<file path="src/rtl/lag_measure_sequencer.sv">
// Automated multi-sample display-lag measurement sequencer.
// Arms the flash pattern, waits for the generator's start pulse and times the
// photo-sensor rising edge in CLOCK_DIVIDER-clock ticks. It retries on timeout
// and publishes min/max/average lag over 2**SAMPLES_LOG2 samples.
//
// Optional build macro: LAG_SENSOR_DEBOUNCE_EN
//   When defined, a sensor edge is accepted only after the sensor has been
//   high for 4 consecutive clocks following a low. SETTLE also uses this
//   debounced level.
//
// Ports:
//   clock, reset_n        27 MHz clock, asynchronous active-low reset
//   start, abort          begin a run / cancel a run (abort has priority)
//   starttrigger          one-cycle flash-start pulse from the video generator
//   sensor                synchronized photo-sensor, high = light
//   flash_enable          requests the flash pattern (ARM/MEASURE)
//   busy                  run in progress
//   sample_valid/value    per-sample pulse and lag in ticks
//   sample_timeout        pulse per timed-out sample
//   done                  end-of-run pulse
//   result_valid, error   run outcome
//   lag_min/max/avg       published run statistics in ticks
//   timeout_count         timeouts in the last/current run
module lag_measure_sequencer #(
    parameter int unsigned CLOCK_DIVIDER = 270,
    parameter int unsigned SAMPLES_LOG2  = 4,
    parameter int unsigned TIMEOUT_TICKS = 20000,
    parameter int unsigned SETTLE_TICKS  = 5000,
    parameter int unsigned MAX_RETRIES   = 7
) (
    input  logic        clock,
    input  logic        reset_n,
    input  logic        start,
    input  logic        abort,
    input  logic        starttrigger,
    input  logic        sensor,
    output logic        flash_enable,
    output logic        busy,
    output logic        sample_valid,
    output logic [15:0] sample_value,
    output logic        sample_timeout,
    output logic        done,
    output logic        result_valid,
    output logic        error,
    output logic [15:0] lag_min,
    output logic [15:0] lag_max,
    output logic [15:0] lag_avg,
    output logic [4:0]  timeout_count
);

    localparam int unsigned DIV_W  = (CLOCK_DIVIDER > 1) ? $clog2(CLOCK_DIVIDER) : 1;
    localparam int unsigned TICK_W = 16;
    localparam int unsigned IDX_W  = SAMPLES_LOG2 + 1;
    localparam int unsigned SUM_W  = 16 + SAMPLES_LOG2;

    typedef enum logic [2:0] {
        S_IDLE,
        S_SETTLE,
        S_ARM,
        S_MEASURE,
        S_DONE
    } state_t;

    state_t state, state_next;

    logic [DIV_W-1:0]  div_cnt;
    logic [TICK_W-1:0] tick_cnt;
    logic [IDX_W-1:0]  sample_idx;
    logic [SUM_W-1:0]  sum;
    logic [15:0]       run_min;
    logic [15:0]       run_max;
    logic              run_err;

    logic rise_c;
    logic sensor_lvl_c;
    logic tick_wrap_c;
    logic settle_done_c;
    logic last_sample_c;
    logic retries_out_c;
    logic run_start_c;
    logic accept_c;
    logic timeout_hit_c;
    logic finish_c;

`ifdef LAG_SENSOR_DEBOUNCE_EN
    // Count consecutive high clocks; the 4th one (high_run == 3) is the accepted edge.
    logic [1:0] high_run;
    logic       sensor_db;

    always_ff @(posedge clock or negedge reset_n) begin
        if (!reset_n) begin
            high_run  <= '0;
            sensor_db <= 1'b0;
        end else if (!sensor) begin
            high_run  <= '0;
            sensor_db <= 1'b0;
        end else if (high_run != 2'd3) begin
            high_run  <= high_run + 2'd1;
        end else begin
            sensor_db <= 1'b1;
        end
    end

    assign rise_c       = sensor && (high_run == 2'd3) && !sensor_db;
    // Falls immediately with the raw sensor so SETTLE restarts without delay.
    assign sensor_lvl_c = sensor && (sensor_db || (high_run == 2'd3));
`else
    logic sensor_q;

    always_ff @(posedge clock or negedge reset_n) begin
        if (!reset_n) sensor_q <= 1'b0;
        else          sensor_q <= sensor;
    end

    assign rise_c       = sensor && !sensor_q;
    assign sensor_lvl_c = sensor;
`endif

    assign tick_wrap_c   = (div_cnt == DIV_W'(CLOCK_DIVIDER - 1));
    assign settle_done_c = !sensor_lvl_c && tick_wrap_c &&
                           (tick_cnt == TICK_W'(SETTLE_TICKS - 1));
    assign last_sample_c = (sample_idx == IDX_W'((1 << SAMPLES_LOG2) - 1));
    assign retries_out_c = (timeout_count == 5'(MAX_RETRIES - 1));

    // State register
    always_ff @(posedge clock or negedge reset_n) begin
        if (!reset_n) state <= S_IDLE;
        else          state <= state_next;
    end

    // Next-state and event decode; abort overrides everything
    always_comb begin
        state_next    = state;
        run_start_c   = 1'b0;
        accept_c      = 1'b0;
        timeout_hit_c = 1'b0;
        finish_c      = 1'b0;
        if (abort) begin
            state_next = S_IDLE;
        end else begin
            case (state)
                S_IDLE: begin
                    if (start) begin
                        run_start_c = 1'b1;
                        state_next  = S_SETTLE;
                    end
                end
                S_SETTLE: begin
                    if (settle_done_c) state_next = S_ARM;
                end
                S_ARM: begin
                    if (starttrigger) state_next = S_MEASURE;
                end
                S_MEASURE: begin
                    // An edge in the timeout cycle still counts as a sample.
                    if (rise_c) begin
                        accept_c   = 1'b1;
                        state_next = last_sample_c ? S_DONE : S_SETTLE;
                    end else if (tick_cnt == TICK_W'(TIMEOUT_TICKS)) begin
                        timeout_hit_c = 1'b1;
                        state_next    = retries_out_c ? S_DONE : S_SETTLE;
                    end
                end
                S_DONE: begin
                    finish_c   = 1'b1;
                    state_next = S_IDLE;
                end
                default: state_next = S_IDLE;
            endcase
        end
    end

    // Tick timebase: cleared on every state change and while SETTLE sees light
    always_ff @(posedge clock or negedge reset_n) begin
        if (!reset_n) begin
            div_cnt  <= '0;
            tick_cnt <= '0;
        end else if ((state_next != state) || ((state == S_SETTLE) && sensor_lvl_c)) begin
            div_cnt  <= '0;
            tick_cnt <= '0;
        end else if (tick_wrap_c) begin
            div_cnt  <= '0;
            tick_cnt <= tick_cnt + TICK_W'(1);
        end else begin
            div_cnt  <= div_cnt + DIV_W'(1);
        end
    end

    // Run accumulators and registered outputs
    always_ff @(posedge clock or negedge reset_n) begin
        if (!reset_n) begin
            flash_enable   <= 1'b0;
            busy           <= 1'b0;
            sample_valid   <= 1'b0;
            sample_value   <= '0;
            sample_timeout <= 1'b0;
            done           <= 1'b0;
            result_valid   <= 1'b0;
            error          <= 1'b0;
            lag_min        <= 16'hFFFF;
            lag_max        <= '0;
            lag_avg        <= '0;
            timeout_count  <= '0;
            sample_idx     <= '0;
            sum            <= '0;
            run_min        <= 16'hFFFF;
            run_max        <= '0;
            run_err        <= 1'b0;
        end else begin
            sample_valid   <= 1'b0;
            sample_timeout <= 1'b0;
            done           <= 1'b0;
            flash_enable   <= (state_next == S_ARM) || (state_next == S_MEASURE);
            // Held through the done pulse, low the cycle after.
            busy           <= (state_next != S_IDLE) || finish_c;

            if (run_start_c) begin
                sample_idx    <= '0;
                sum           <= '0;
                run_min       <= 16'hFFFF;
                run_max       <= '0;
                run_err       <= 1'b0;
                timeout_count <= '0;
                error         <= 1'b0;
                result_valid  <= 1'b0;
            end

            if (accept_c) begin
                sample_valid <= 1'b1;
                sample_value <= tick_cnt;
                sum          <= sum + SUM_W'(tick_cnt);
                sample_idx   <= sample_idx + IDX_W'(1);
                if (tick_cnt < run_min) run_min <= tick_cnt;
                if (tick_cnt > run_max) run_max <= tick_cnt;
            end

            if (timeout_hit_c) begin
                sample_timeout <= 1'b1;
                timeout_count  <= timeout_count + 5'd1;
                if (retries_out_c) run_err <= 1'b1;
            end

            if (finish_c) begin
                done         <= 1'b1;
                lag_min      <= run_min;
                lag_max      <= run_max;
                lag_avg      <= 16'(sum >> SAMPLES_LOG2);
                result_valid <= !run_err;
                error        <= run_err;
            end
        end
    end

endmodule

</file>
<file path="config.mk">
export PLATFORM = sky130hd
export DESIGN_NAME = lag_measure_sequencer
export DESIGN_NICKNAME = d
export VERILOG_FILES = /design/src/rtl/lag_measure_sequencer.sv
export SDC_FILE = /design/constraint.sdc
export NUM_CORES = 1
export LEC_CHECK = 0
export ABC_AREA = 1
export BUFFER_PORTS_ARGS = -buffer_cell sky130_fd_sc_hd__buf_2
export CORE_UTILIZATION = 45
export DETAILED_ROUTE_END_ITERATION = 7
export PLACE_DENSITY_LB_ADDON = 0.08
export SLEW_MARGIN = 20
export SYNTH_ARGS = -nofsm -noshare
export SYNTH_HDL_FRONTEND = slang
export SYNTH_SLANG_ARGS = --single-unit
</file>
<file path="constraint.sdc">
create_clock -name clock -period 2.8 [get_ports clock]
set_input_delay 0.56 -clock clock [delete_from_list [all_inputs] [get_ports clock]]
set_output_delay 0.56 -clock clock [all_outputs]
set_load 0.005 [all_outputs]
</file>
==> flow_metrics.py, run 1 <==
metrics = {
    "worst_hold_path": {
        "hold_class": "in -> async",
    },
    "clocking": {
        "ctsLongestPathBuffers": 2,
        "cts_tree": "yes",
        "cts_setup_buffers": 0,
        "ctsResizeCount": 0,
        "clock_sinks": 163,
        "clk_pin_slew_ns": 0.06,
        "cts_root_buffer": "clkbuf_16",
        "cts_hold_buf": 0,
        "cts_htree_levels": 4,
        "cts_buffers": 17,
        "insertion_delay_ns": 0.43,
    },
    "yosys": {
        "yosysUniqueCellTypes": 43,
        "synthCells": 1030,
        "netlist_top_cells_count": "nand2_1, dfrtp_1, inv_1",
        "synth_top_area_share": 0.3761,
        "synth_area_sq_mm": 0.008717,
        "synth_ff_type": "dfrtp_1",
        "synth_most_common_cell": "nand2_1",
        "ys_seq_elements": 163,
        "synth_warnings": 0,
        "synth_enable_flop_cells": 0,
        "synth_top_cell_by_area": "dfrtp_1",
        "syn_nets": 1092,
        "post_synth.cell_area_avg_sq_um": 8.463,
        "ys_top_cells_by_area": "dfrtp_1, nand2_1, dfstp_2",
        "ys_async_sr_fraction": 1.000,
        "seq_area_frac_synth": 0.4725,
    },
    "grt": {
        "grt_pass1_vias": 6632,
        "antenna_found_initial": 0,
        "grt_start_max_net_pins": 61,
        "grt_pass1_wl_microns": 35400,
        "grt.overflow.total": 0,
        "track_usage": 0.2311,
    },
    "worst_setup_path": {
        "arrival_ns": 2.75,
        "max_stage_delay_ns": 0.47,
        "cpMaxStageDelayCell": "dfrtp_1",
        "crit_path_end_kind": "flop",
        "startpoint_type": "flop",
        "crit_buf_inv": 1,
        "crit_path_max_fanout": 6,
        "worstRegToRegCells": 10,
        "cp.required_ns": 3.10,
        "crit_type": "reg -> reg",
        "cp_cell_sequence": "ha_1, fa_1, nand3_1, nand2_1, a21boi_0, inv_1, nand3_1, nand2_1, o21ai_0, o21ai_0",
        "path_delay_family": "adder cells",
        "path_depth": 10,
    },
    "pwr": {
        "power_leakage_nw": 5.241,
        "ir_drop_mv": 0.3498,
        "powerDensity_mw_per_mm2": 493.6,
        "finalPower_mw": 4.973,
    },
    "placed_design": {
        "place_inst": 1357,
        "dp_hpwl_microns": 15150,
        "place_area_sq_mm": 0.009470,
        "io_buffers": 81,
        "place_congestion": 0.8664,
    },
    "timing": {
        "period_share": 0.8751,
        "tightest_slew_ns": 0.5841,
        "fin_skew_ns": 0.006461,
        "finalCriticalPeriod_ns": 2.450,
        "slew_violations": 0,
        "relSlewSlack": 0.6106,
        "rsz0062_at_grt": "no",
        "setup_tns_ns": 0,
        "max_freq_ghz": 0.4081,
        "finalSetupViolations": 0,
        "hold_violations": 0,
    },
    "route": {
        "dr_total_vias": 6865,
        "routedWlPerCell_microns": 15.28,
        "drc": 0,
        "postRouteAntennaNets": 0,
        "drt-total-wl_microns": 21220,
        "drtIter0Drc": 369,
        "drtPass1Iterations": 5,
        "via_per_inst": 4.942,
    },
    "flow_run": {
        "drv_cap": 0,
    },
    "floorplanning": {
        "die_h_microns": 141.2,
        "start_util": 0.4629,
        "rows": 50,
        "die_w_microns": 141.2,
        "core_area_sq_mm": 0.01883,
        "die_area_sq_mm": 0.01993,
        "io_pins": 82,
    },
    "layout": {
        "final_cells": 1389,
        "num_antenna_cells": 0,
        "drive_gt1_frac": 0.1913,
        "design_area_sq_mm": 0.01007,
        "layout.nets": 1178,
        "syn_to_final_growth_pct": 15.56,
    },
    "run_status": {
        "status": "complete, no violations",
    },
}
-- final cells by class --
class | instances | area (sq um)
clock buffers | 26 | 541.8
flip-flops and latches | 163 | 4119
inverters | 124 | 465.4
well taps | 260 | 325.3
multi-input cells | 712 | 3971
fillers | 1795 | 8757
clock inverters | 6 | 61.31
repair buffers | 98 | 589.3
-- power by group --
| part | switching (mW) | internal (mW) | total [mW] |
|---|---|---|---|
| sequential | 0.0111 | 2.37 | 2.38 |
| clock | 0.955 | 1.43 | 2.38 |
| combinational | 0.145 | 0.0624 | 0.208 |
-- cell usage in the layout (no fill, tap or decap), types with 3 or more instances in the layout --
cell type	instances
a22o_1	3
dfstp_2	32
o21ai_0	110
buf_2	80
buf_12	4
nand2_2	10
a21o_1	4
nor2_1	56
ha_1	55
inv_1	111
nand3_1	63
nand4_1	10
nand2_1	259
o22ai_1	9
or2_2	5
nor2_4	22
buf_4	13
a21oi_1	31
clkbuf_1	3
xnor2_1	5
a21boi_0	4
o21a_1	3
dfrtp_1	131
nor3_1	18
o21ai_1	3
clkinv_1	6
xor2_1	17
nand3b_1	3
clkbuf_16	19
clkbuf_8	4
inv_2	7
nor2_2	8
-- kinds of logic after synthesis --
kind of cell | count (synthesis) | synth area share
AND/OR/NAND/NOR | 459 | 0.2417
XOR/XNOR | 22 | 0.02210
AO/OA/AOI/OAI | 175 | 0.1091
buffers and inverters | 155 | 0.07335
adder cells (fa/ha/maj) | 56 | 0.08124
flip-flops | 163 | 0.4725
-- metrics by stage --
stage	util	hold slack (ns)	setup slack, ns
detailed placement	0.5029	0.4607	0.4021
global route	0.5350	0.1535	0.1632
floorplan	-	0.2644	0.7902
finish	0.5350	0.1222	0.3497
global placement	0.5029	0.4603	0.4115
CTS	0.5350	0.1355	0.3726
-- path summary, 6_finish.rpt --
| kind | startpoint | endpoint | slack, ns |
|---|---|---|---|
| min in group clock | sensor | sensor_q | 0.30 |
| max in group asynchronous | reset_n | sum[19] | 1.93 |
| hold reg to reg | lag_max[13] | lag_max[13] | 0.48 |
| setup / recovery | tick_cnt[0] | sum[10] | 0.35 |
| setup reg to reg | tick_cnt[0] | sum[10] | 0.35 |
| hold / removal | reset_n | sample_value[5] | 0.12 |
-- per-layer routing --
| layer | share of wire | GRT usage | vias to the layer above | wire [microns] |
|---|---|---|---|---|
| met5 | 0 | 0 | - | 0 |
| met4 | 0.015 | 0.06808 | 0 | 319 |
| met3 | 0.038 | 0.04620 | 21 | 805 |
| met2 | 0.44 | 0.3512 | 131 | 9305 |
| met1 | 0.51 | 0.3324 | 3203 | 10790 |
| li1 | - | - | 3510 | - |
-- sequential cells by signal (all words and copies together), names as in the netlist, 3 cells and up --
signal	flops
sum	20
run_min	16
sample_idx	5
timeout_count	5
lag_min	16
lag_max	16
sample_value	16
state	3
div_cnt	9
lag_avg	16
run_max	16
tick_cnt	16
Power figures use the tool's default switching activity.
==> run 2: changes to the inputs <==
--- a/config.mk
+++ b/config.mk
@@ -7,7 +7,7 @@
 export LEC_CHECK = 0
 export ABC_AREA = 1
 export BUFFER_PORTS_ARGS = -buffer_cell sky130_fd_sc_hd__buf_2
-export CORE_UTILIZATION = 45
+export CORE_UTILIZATION = 28
 export DETAILED_ROUTE_END_ITERATION = 7
 export PLACE_DENSITY_LB_ADDON = 0.08
 export SLEW_MARGIN = 20
==> run 2 against run 1 <==
Compared with the run above:
- core utilization shrank 20 points
- clock skew grew 0.0060 ns
- register-to-register slack lost 0.09 ns
- largest cell class unchanged
- largest power group is now the clock network
==> flow_metrics.py, run 2 (synthesis gave the netlist of run 1 again) <==
metrics = {
    "clocking": {
        "cts_buffers": 17,
        "cts_htree_levels": 4,
        "cts_setup_buffers": 0,
        "clock_sinks": 163,
        "cts_tree": "yes",
        "cts_root_buffer": "clkbuf_16",
        "ctsLongestPathBuffers": 2,
        "ctsResizeCount": 0,
        "clk_pin_slew_ns": 0.07,
        "cts_hold_buf": 0,
        "insertion_delay_ns": 0.44,
    },
    "pwr": {
        "powerDensity_mw_per_mm2": 491.5,
        "power_leakage_nw": 5.242,
        "ir_drop_mv": 0.4485,
    },
    "layout": {
        "register_area_sq_mm": 0.004119,
        "nFillCells": 3320,
        "syn_to_final_growth_pct": 17.77,
        "final_common_cell": "nand2_1",
        "drive_gt1_frac": 0.1913,
        "top_register": "sum",
        "multi_input_area_sq_mm": 0.003971,
        "final_cells": 1525,
        "layout_common_cells": "nand2_1, dfrtp_1, inv_1",
        "largest_reg_flops": 20,
        "layout.nets": 1178,
        "num_antenna_cells": 0,
        "design_area_sq_mm": 0.01027,
    },
    "route": {
        "dr_total_vias": 6869,
        "via_per_inst": 4.504,
        "routedWlPerCell_microns": 16.09,
        "drt-total-wl_microns": 24540,
        "drtPass1Iterations": 4,
        "drc": 0,
        "postRouteAntennaNets": 0,
        "drtIter0Drc": 356,
    },
    "grt": {
        "busiest_layer": "met2",
        "grt_start_max_net_pins": 95,
        "grt_pass1_vias": 6733,
        "grt.overflow.total": 0,
        "met1_usage": 0.2374,
        "antenna_found_initial": 0,
        "grt_pass1_wl_microns": 39480,
        "grtUsageMet2": 0.2534,
        "grtUsageMet3": 0.03048,
        "track_usage": 0.1654,
    },
    "timing": {
        "hold_violations": 0,
        "tightest_slew_ns": 0.6148,
        "rsz0062_at_grt": "no",
        "fin_skew_ns": 0.01243,
        "finalSetupViolations": 0,
        "relSlewSlack": 0.5901,
        "max_freq_ghz": 0.3932,
        "period_share": 0.9083,
        "finalCriticalPeriod_ns": 2.543,
        "slew_violations": 0,
        "setup_tns_ns": 0,
    },
    "floorplanning": {
        "die_w_microns": 178.4,
        "die_area_sq_mm": 0.03184,
        "die_h_microns": 178.4,
        "start_util": 0.2850,
        "rows": 64,
        "io_pins": 82,
        "core_area_sq_mm": 0.03059,
    },
    "worst_setup_path": {
        "crit_path_max_fanout": 11,
        "startpoint_type": "flop",
        "cp.required_ns": 3.13,
        "crit_type": "reg -> reg",
        "arrival_ns": 2.87,
        "crit_path_end_kind": "flop",
    },
    "worst_hold_path": {
        "hold_class": "in -> async",
    },
    "placed_design": {
        "place_congestion": 0.8338,
        "place_inst": 1493,
        "dp_hpwl_microns": 17770,
        "io_buffers": 81,
        "place_area_sq_mm": 0.009653,
    },
    "flow_run": {
        "drv_cap": 0,
    },
    "run_status": {
        "status": "complete, no violations",
    },
}
## run 2: area by class of cell
class | count | area share
clock inverters | 8 | 0.008531
inverters | 124 | 0.04534
well taps | 396 | 0.04826
repair buffers | 98 | 0.05862
flip-flops and latches | 163 | 0.4012
multi-input cells | 712 | 0.3868
clock buffers | 24 | 0.05119
## run 2: worst paths after layout
check                       startpoint     endpoint  slack (ns)  cells after the start
max                        tick_cnt[4]      sum[13]        0.26                      8
min                            reset_n   lag_max[0]        0.11                      1
max reg2reg                tick_cnt[4]      sum[13]        0.26                      8
min reg2reg                lag_avg[11]  lag_avg[11]        0.48                      2
max in group asynchronous      reset_n  run_min[13]        2.00                      2
min in group clock              sensor     sensor_q        0.31                      1
## run 2: critical path, stage by stage, from the launching register on
cell	delay, ns
dfrtp_1	0.73
ha_1	0.38
a21oi_1	0.20
a21boi_0	0.42
o21ai_0	0.30
a21oi_1	0.20
nand2_1	0.07
nand3_1	0.08
nand2_1	0.05
## run 2: report_power, final
group / switching (mW) / leakage [nW] / internal (mW)
clock network: 1.03 / 0.297 / 1.42
logic: 0.150 / 2.79 / 0.0632
registers: 0.0109 / 2.16 / 2.37
## run 2: metal layers
metal  part of all wire  up-vias
li1                   -     3509
met5                  0        -
met3              0.036       16
met1               0.51     3244
met2               0.44      100
met4             0.0094        0
## run 2: metrics by stage
step / setup slack [ns] / power (mW) / hold WS, ns / util
2_1_floorplan: 0.7902 / 2.547 / 0.2644 / -
3_3_place_gp: 0.3379 / 2.645 / 0.4620 / 0.3156
3_5_place_dp: 0.3233 / 2.644 / 0.4611 / 0.3156
4_1_cts: 0.3058 / 5.144 / 0.1033 / 0.3356
5_1_grt: 0.04412 / 5.241 / 0.1259 / 0.3356
6_report: 0.2568 / 5.046 / 0.1059 / 0.3356
